**src/rtl/mem_arbiter.sv**
```systemverilog
// Instruction/data line-fill arbiter in front of a fixed-latency memory port.
// Optional macro ARB_ROUND_ROBIN_EN alternates tie-breaks; otherwise D wins every tie.
module mem_arbiter #(
  parameter int WORD_SIZE   = 16,
  parameter int LINE_SIZE   = 64,
  parameter int MEM_LATENCY = 4
) (
  input  logic                 clk,
  input  logic                 reset,
  input  logic                 i_req,
  input  logic [WORD_SIZE-1:0] i_addr,
  output logic                 i_grant,
  output logic                 i_done,
  input  logic                 d_req,
  input  logic                 d_we,
  input  logic [WORD_SIZE-1:0] d_addr,
  input  logic [WORD_SIZE-1:0] d_wdata,
  output logic                 d_grant,
  output logic                 d_done,
  output logic [LINE_SIZE-1:0] rdata,
  output logic                 mem_readM,
  output logic                 mem_writeM,
  output logic [WORD_SIZE-1:0] mem_address,
  output logic [WORD_SIZE-1:0] mem_wdata,
  input  logic [LINE_SIZE-1:0] mem_data,
  output logic                 busy
);

  localparam int CNT_W = $clog2(MEM_LATENCY + 1);

  typedef enum logic [1:0] {IDLE, XFER, DONE} state_t;

  state_t           state, state_nx;
  logic [CNT_W-1:0] cnt;
  logic             own_d;
  logic             we_q;
  logic             pick_d;
  logic             accept;
  logic             last_xfer;

`ifdef ARB_ROUND_ROBIN_EN
  logic last_d;

  // On a tie the side that did not win the previous acceptance goes first.
  assign pick_d = d_req && !(i_req && last_d);

  always_ff @(posedge clk or posedge reset) begin
    if (reset)       last_d <= 1'b1;
    else if (accept) last_d <= pick_d;
  end
`else
  assign pick_d = d_req;
`endif

  assign accept    = (state == IDLE) && (i_req || d_req);
  assign last_xfer = (state == XFER) && (cnt == CNT_W'(MEM_LATENCY - 1));

  // NOTE: sequential state uses non-blocking (<=) so every register samples pre-edge values.
  always_ff @(posedge clk or posedge reset) begin
    if (reset) state <= IDLE;
    else       state <= state_nx;
  end

  // NOTE: state_nx gets a default before the case so no path can infer a latch.
  always_comb begin
    state_nx = state;
    case (state)
      IDLE:    if (i_req || d_req) state_nx = XFER;
      XFER:    if (last_xfer)      state_nx = DONE;
      DONE:    state_nx = IDLE;
      default: state_nx = IDLE;
    endcase
  end

  always_ff @(posedge clk or posedge reset) begin
    if (reset)               cnt <= '0;
    else if (state == XFER)  cnt <= cnt + 1'b1;
    else                     cnt <= '0;
  end

  always_ff @(posedge clk or posedge reset) begin
    if (reset) begin
      own_d       <= 1'b0;
      we_q        <= 1'b0;
      mem_address <= '0;
      mem_wdata   <= '0;
      rdata       <= '0;
    end else begin
      if (accept) begin
        own_d       <= pick_d;
        we_q        <= pick_d && d_we;
        mem_address <= pick_d ? d_addr : i_addr;
        if (pick_d) mem_wdata <= d_wdata;
      end
      if (last_xfer && !we_q) rdata <= mem_data;
    end
  end

  // Outputs decode directly from registered state, so reset clears them without waiting for a clock.
  assign busy       = (state != IDLE);
  assign mem_readM  = (state == XFER) && !we_q;
  assign mem_writeM = (state == XFER) &&  we_q;
  assign i_grant    = (state == XFER) && (cnt == '0) && !own_d;
  assign d_grant    = (state == XFER) && (cnt == '0) &&  own_d;
  assign i_done     = (state == DONE) && !own_d;
  assign d_done     = (state == DONE) &&  own_d;

endmodule

```
**config.mk**
```make
export PLATFORM = sky130hd
export DESIGN_NAME = mem_arbiter
export DESIGN_NICKNAME = d
export VERILOG_FILES = /design/src/rtl/mem_arbiter.sv
export SDC_FILE = /design/constraint.sdc
export NUM_CORES = 1
export LEC_CHECK = 0
export CORE_MARGIN = 2
export CORE_UTILIZATION = 35
export CTS_CLUSTER_DIAMETER = 150
export CTS_CLUSTER_SIZE = 25
export DETAILED_ROUTE_END_ITERATION = 6
export GPL_TIMING_DRIVEN = 0
export HOLD_SLACK_MARGIN = 0.02
export PLACE_DENSITY_LB_ADDON = 0.15
export SETUP_SLACK_MARGIN = 0.4
export SLEW_MARGIN = 5
export SYNTH_ARGS = -nofsm -noshare
export SYNTH_HDL_FRONTEND = slang
export SYNTH_SLANG_ARGS = --single-unit
```
**constraint.sdc**
```tcl
create_clock -name clk -period 7.7 [get_ports clk]
set_clock_uncertainty 0.15 [all_clocks]
set_input_delay 1.155 -clock clk [delete_from_list [all_inputs] [get_ports clk]]
set_output_delay 1.155 -clock clk [all_outputs]
set_load 0.01 [all_outputs]
```
# Yosys cells after proc, flatten, opt, wreduce, memory -nomap -nowiden
# Cells that the tools add are included.
# word_totals
register_bits,103
word_cells,37
out_inout_bits,103
input_bits,117
# op_classes
reduce_logical,19
n_addsub,1
n_eq_ne,5
muxes,5
# op_table
op,count
two-way mux 16 bit,1
logical AND 1 bit,11
two-way mux 2 bit,2
one-hot mux 2 bit (2 select lines),1
AND reduction 2 bit,2
adder 3 x 1 -> 3 bit (second input constant),1
== test 3 x 2 -> 1 bit (second input constant),1
zero test 3 bit,1
two-way mux 3 bit,1
== test 2 x 1 -> 1 bit (second input constant),1
== test 2 bit (second input constant),1
zero test 1 bit,2
zero test 2 bit,1
!= test 2 x 1 -> 1 bit (second input constant),1
!= test 2 bit (second input constant),1
nonzero test 2 bit,1
logical OR 1 bit,1

# Depth between registers and ports, before layout
# depth
word_depth,4
ltp_mapped,6
ltp_nobuf,4

# Worst setup path after synthesis
# No wires, ideal clock.
# synth_path
path_type,input-to-reg
start,input d_req
end,register mem_address[0]
n_path_buf,2
cell_stages,4
required_ps,7425
setup_time_ps,125
path_slack_ps,5228
arrival_ps,2197
cell_sequence,buf_2 > o21ai_2 > buf_4 > mux2_2
# synth_between
elab_chain_len,2
word_cells_on_any_way,3
cone_classes,1 x mux; 2 x reduce/logical
# synth_rtl
element,line_no,text
start: declaration,14,"input logic d_req,"
logical OR 1 bit,55,assign accept = (state == IDLE) && (i_req || d_req);
logical AND 1 bit,55,
end signal: assignment,92,mem_address <= pick_d ? d_addr : i_addr;
end: declaration,23,"output logic [WORD_SIZE-1:0] mem_address,"
# Several ways; a longest one is shown, not always the timed one.
# A chain may end at the register's enable or synchronous reset.

# Final worst setup path
# layout_path
start,register state[0]
end,output d_grant
# layout_between
elab_chain_len,3
# layout_rtl
element,line_no,text
start: declaration,33,"state_t state, state_nx;"
start signal: assignment,61,else state <= state_nx;
== test 2 x 1 -> 1 bit,104,assign d_grant = (state == XFER) && (cnt == '0) && own_d;
logical AND 1 bit (2 in series),104,
end: declaration,18,"output logic d_grant,"
# No other way between the ends.

==> summary.md <==
| Metric | Value |
|---|---|
| Outcome | finished, final reports clean |
| Critical path capture point | d_grant |
| Sequential fraction of the synthesis area | 57.7% |
| Crit path capture type | output port |
| Post-Syn Nets | 375 |
| Largest family of logic cells by synthesized area | multiplexers |
| Worst hold path class | reg2reg |
| DRC violations left | 0 |
| Total gr overflow | 0 |
| DR pass1 iterations | 4 |
| Post-Route WL | 10.4 mm |
| Compound-cell area share of the yosys netlist | 0.673% |
| Initial antenna violation count | 0 |
| Nets | 605 |
| Slew HR | 53.8% |
| Post-DP HPWL | 7.59 mm |
| Yosys top cell by area | dfrtp_1 |
| Seq cells post-synth | 103 |
| Area Growth Syn to Fin | 61.8% |
| XOR/XNOR Fraction of Synth Area | 0% |
| Layout Cells excl Fill | 662 |
| Worst r2r src | cnt[0]$_DFF_PP0_ |
| Synth Area in Simple Gates | 2.61% |
| Leakage | 3.06 nW |
| Post-CTS Setup Bufs | 0 |
| Synth top area cells | dfrtp_1 58%, mux2_4 23%, mux2_2 11% |
| Placed Instances | 646 |
| FF-to-FF End | rdata[49]$_DFFE_PP0P_ |
| Slew Viols, Final | 0 |
| Gpl congestion | 0.711 |
| Mapped Avg Cell Area | 17.5 um^2 |
| Unrepaired setup endpoints after global routing | false |
| Total CTS buffers | 9 |
| Required time of the critical path | 6.39 ns |
| GRT Util Overall | 15.0% |
| Share of cells above drive strength 1 | 30.2% |
| Drt via density | 4.43 |
| Worst Setup SP | state[0]$_DFFE_PP0P_ |
| Number of global-route vias before repair | 3066 |
| Yosys cell types | 25 |
| Filler cells | 1077 |
| Number of clock sinks | 103 |
| Total core area | 12500 um^2 |
| Starting Density | 35.7% |
| DRT iter0 DRCs | 75 |
| Max VDD drop | 0.000177 V |
| Mux cell area share after synthesis | 33.9% |
| Tcrit/Tclk final | 41.3% |
| Tmin final | 3.18 ns |
| Die Wd | 117 um |
| Critical-path maximum fanout | 5 |
| CTS Root Cell | clkbuf_16 |
| MaxCap Viol Count | 0 |
| Cells after Synth | 255 |
| Largest net degree at the start of global routing | 54 |
| Final count of hold timing violations | 0 |
| Adder-cell share of the synthesized area | 0.841% |
| Top-level I/O count | 220 |
| Hold buffers post-CTS | 0 |
| CP Data Arrival Time | 1.87 ns |
| Final number of setup-violating endpoints | 0 |
| Post-CTS Resized | 0 |
| R2R Setup Slk | 5.84 ns |
| Reg clk slew, reported paths | 0.06 ns |
| Max Clock Freq | 0.315 GHz |
| Port Buffers | 218 |
| PwrDens | 396 nW/um^2 |
| Wire per inst | 15.6 um |
| FF-to-FF path depth | 6 |
| Crit path kind | reg2out |
| Yosys top cell area share | 57.7% |
| TritonCTS clock tree | yes |
| Mapped cell area | 4460 um^2 |
| Worst Max-Slew Pin Slew | 0.693 ns |
| Setup TNS | 0 ns |
| Htree depth | 3 |
| Global-route wire length before repair | 15.6 mm |
| Vias | 2934 |
| Clk_lat worst skew | 0.34 ns |
| Detail Route Antenna Nets | 0 |
| Die H | 117 um |
| Antenna cell count | 0 |
| Synth warnings | 0 |
| Worst setup SP type | register |
| CTS max path bufs | 2 |
| Die area | 13700 um^2 |
| Row Count | 41 |
cell usage in the layout, fill, tap and decap left out, types with 2 or more instances in the layout:
cell type,netlist,routed
and2_1,3,3
buf_12,6,6
buf_2,2,2
buf_6,3,3
bufinv_16,0,2
clkbuf_16,0,9
clkbuf_8,0,2
clkdlybuf4s50_1,0,218
clkinv_2,0,2
dfrtp_1,103,103
ha_1,3,3
inv_1,5,4
mux2_2,45,45
mux2_4,67,67
nor2_1,3,3
through the flow:
| stage | power, mW | hold slack, ns | area [um^2] | utilization (%) | setup slack [ns] |
|---|---|---|---|---|---|
| floorplan | 1.66 | 0.279 | 4460 | - | 3.69 |
| finish | 2.86 | 0.309 | 7220 | 57.7 | 4.52 |
| detailed placement | 2.38 | 0.304 | 6890 | 55.1 | 4.75 |
| global route | 3.03 | 0.337 | 7220 | 57.7 | 4.42 |
| global placement | 2.36 | 0.295 | 6860 | 54.8 | 2.05 |
| CTS | 2.90 | 0.313 | 7220 | 57.7 | 4.49 |
flip-flops by register name, summed over array words and instances (netlist names):
name and flops:
mem_wdata 16, own_d 1, cnt 3, rdata 64, we_q 1, state 2, mem_address 16
critical path: stages, from the launching register on:
cell and delay, ns:
dfrtp_1 0.46, nor2b_1 0.28, and4_1 0.24, clkdlybuf4s50_1 0.56
layer usage:
| layer | part of all wire, % | up-vias | global-route usage, % |
|---|---|---|---|
| met5 | 0 | - | 0 |
| met4 | 1.8 | 0 | 7.14 |
| met3 | 11 | 12 | 5.66 |
| met2 | 43 | 149 | 22.3 |
| met1 | 44 | 1420 | 19.5 |
| li1 | - | 1353 | - |
layout make-up:
cell class | instances | area, um^2 | share of cell area [%]
Multi-Input combinational cell | 135 | 1700 | 23.5
Timing Repair Buffer | 219 | 2210 | 30.6
Tap cell | 172 | 215 | 2.98
Clock buffer | 11 | 253 | 3.50
Buffer | 12 | 171 | 2.37
Clock inverter | 5 | 78.8 | 1.09
Inverter | 5 | 21.3 | 0.294
Sequential cell | 103 | 2580 | 35.7
worst min path at each step:
stage	to	cells past startpoint	slack [ns]	startpoint
after global placement	cnt[0]$_DFF_PP0_	1	0.29	cnt[0]$_DFF_PP0_
after global routing	cnt[0]$_DFF_PP0_	1	0.34	cnt[0]$_DFF_PP0_
final	cnt[0]$_DFF_PP0_	1	0.31	cnt[0]$_DFF_PP0_
after floorplan	cnt[0]$_DFF_PP0_	1	0.28	cnt[0]$_DFF_PP0_
after detailed placement	cnt[0]$_DFF_PP0_	1	0.30	cnt[0]$_DFF_PP0_
after CTS	cnt[0]$_DFF_PP0_	1	0.31	cnt[0]$_DFF_PP0_
where the power goes:
| part | internal (mW) | switching [mW] |
|---|---|---|
| logic | 0.932 | 0.457 |
| clock network | 0.303 | 0.200 |
| registers | 0.820 | 0.152 |
kinds of logic (layout without fill, tap and decap cells):
kind of cell | Yosys count | in the layout
buffers and inverters | 17 | 252
AOI/OAI and AO/OA | 4 | 4
and+or+nand+nor | 16 | 16
muxes | 112 | 112
DFF | 103 | 103
adders and majority gates | 3 | 3
cells in the mapped netlist, drive strengths merged:
| cell | number |
|---|---|
| mux2 | 112 |
| buf | 12 |
| and2 | 4 |
| and3b | 1 |
| a22o | 1 |
| nand2b | 1 |
| a21o | 1 |
| nor2 | 4 |
| nor2b | 1 |
| o21ai | 2 |
| nor4b | 1 |
| dfrtp | 103 |
| ha | 3 |
| nor3b | 2 |
| and4 | 1 |
| inv | 5 |
| nand2 | 1 |
No activity file was read; power rests on OpenSTA's default activity.
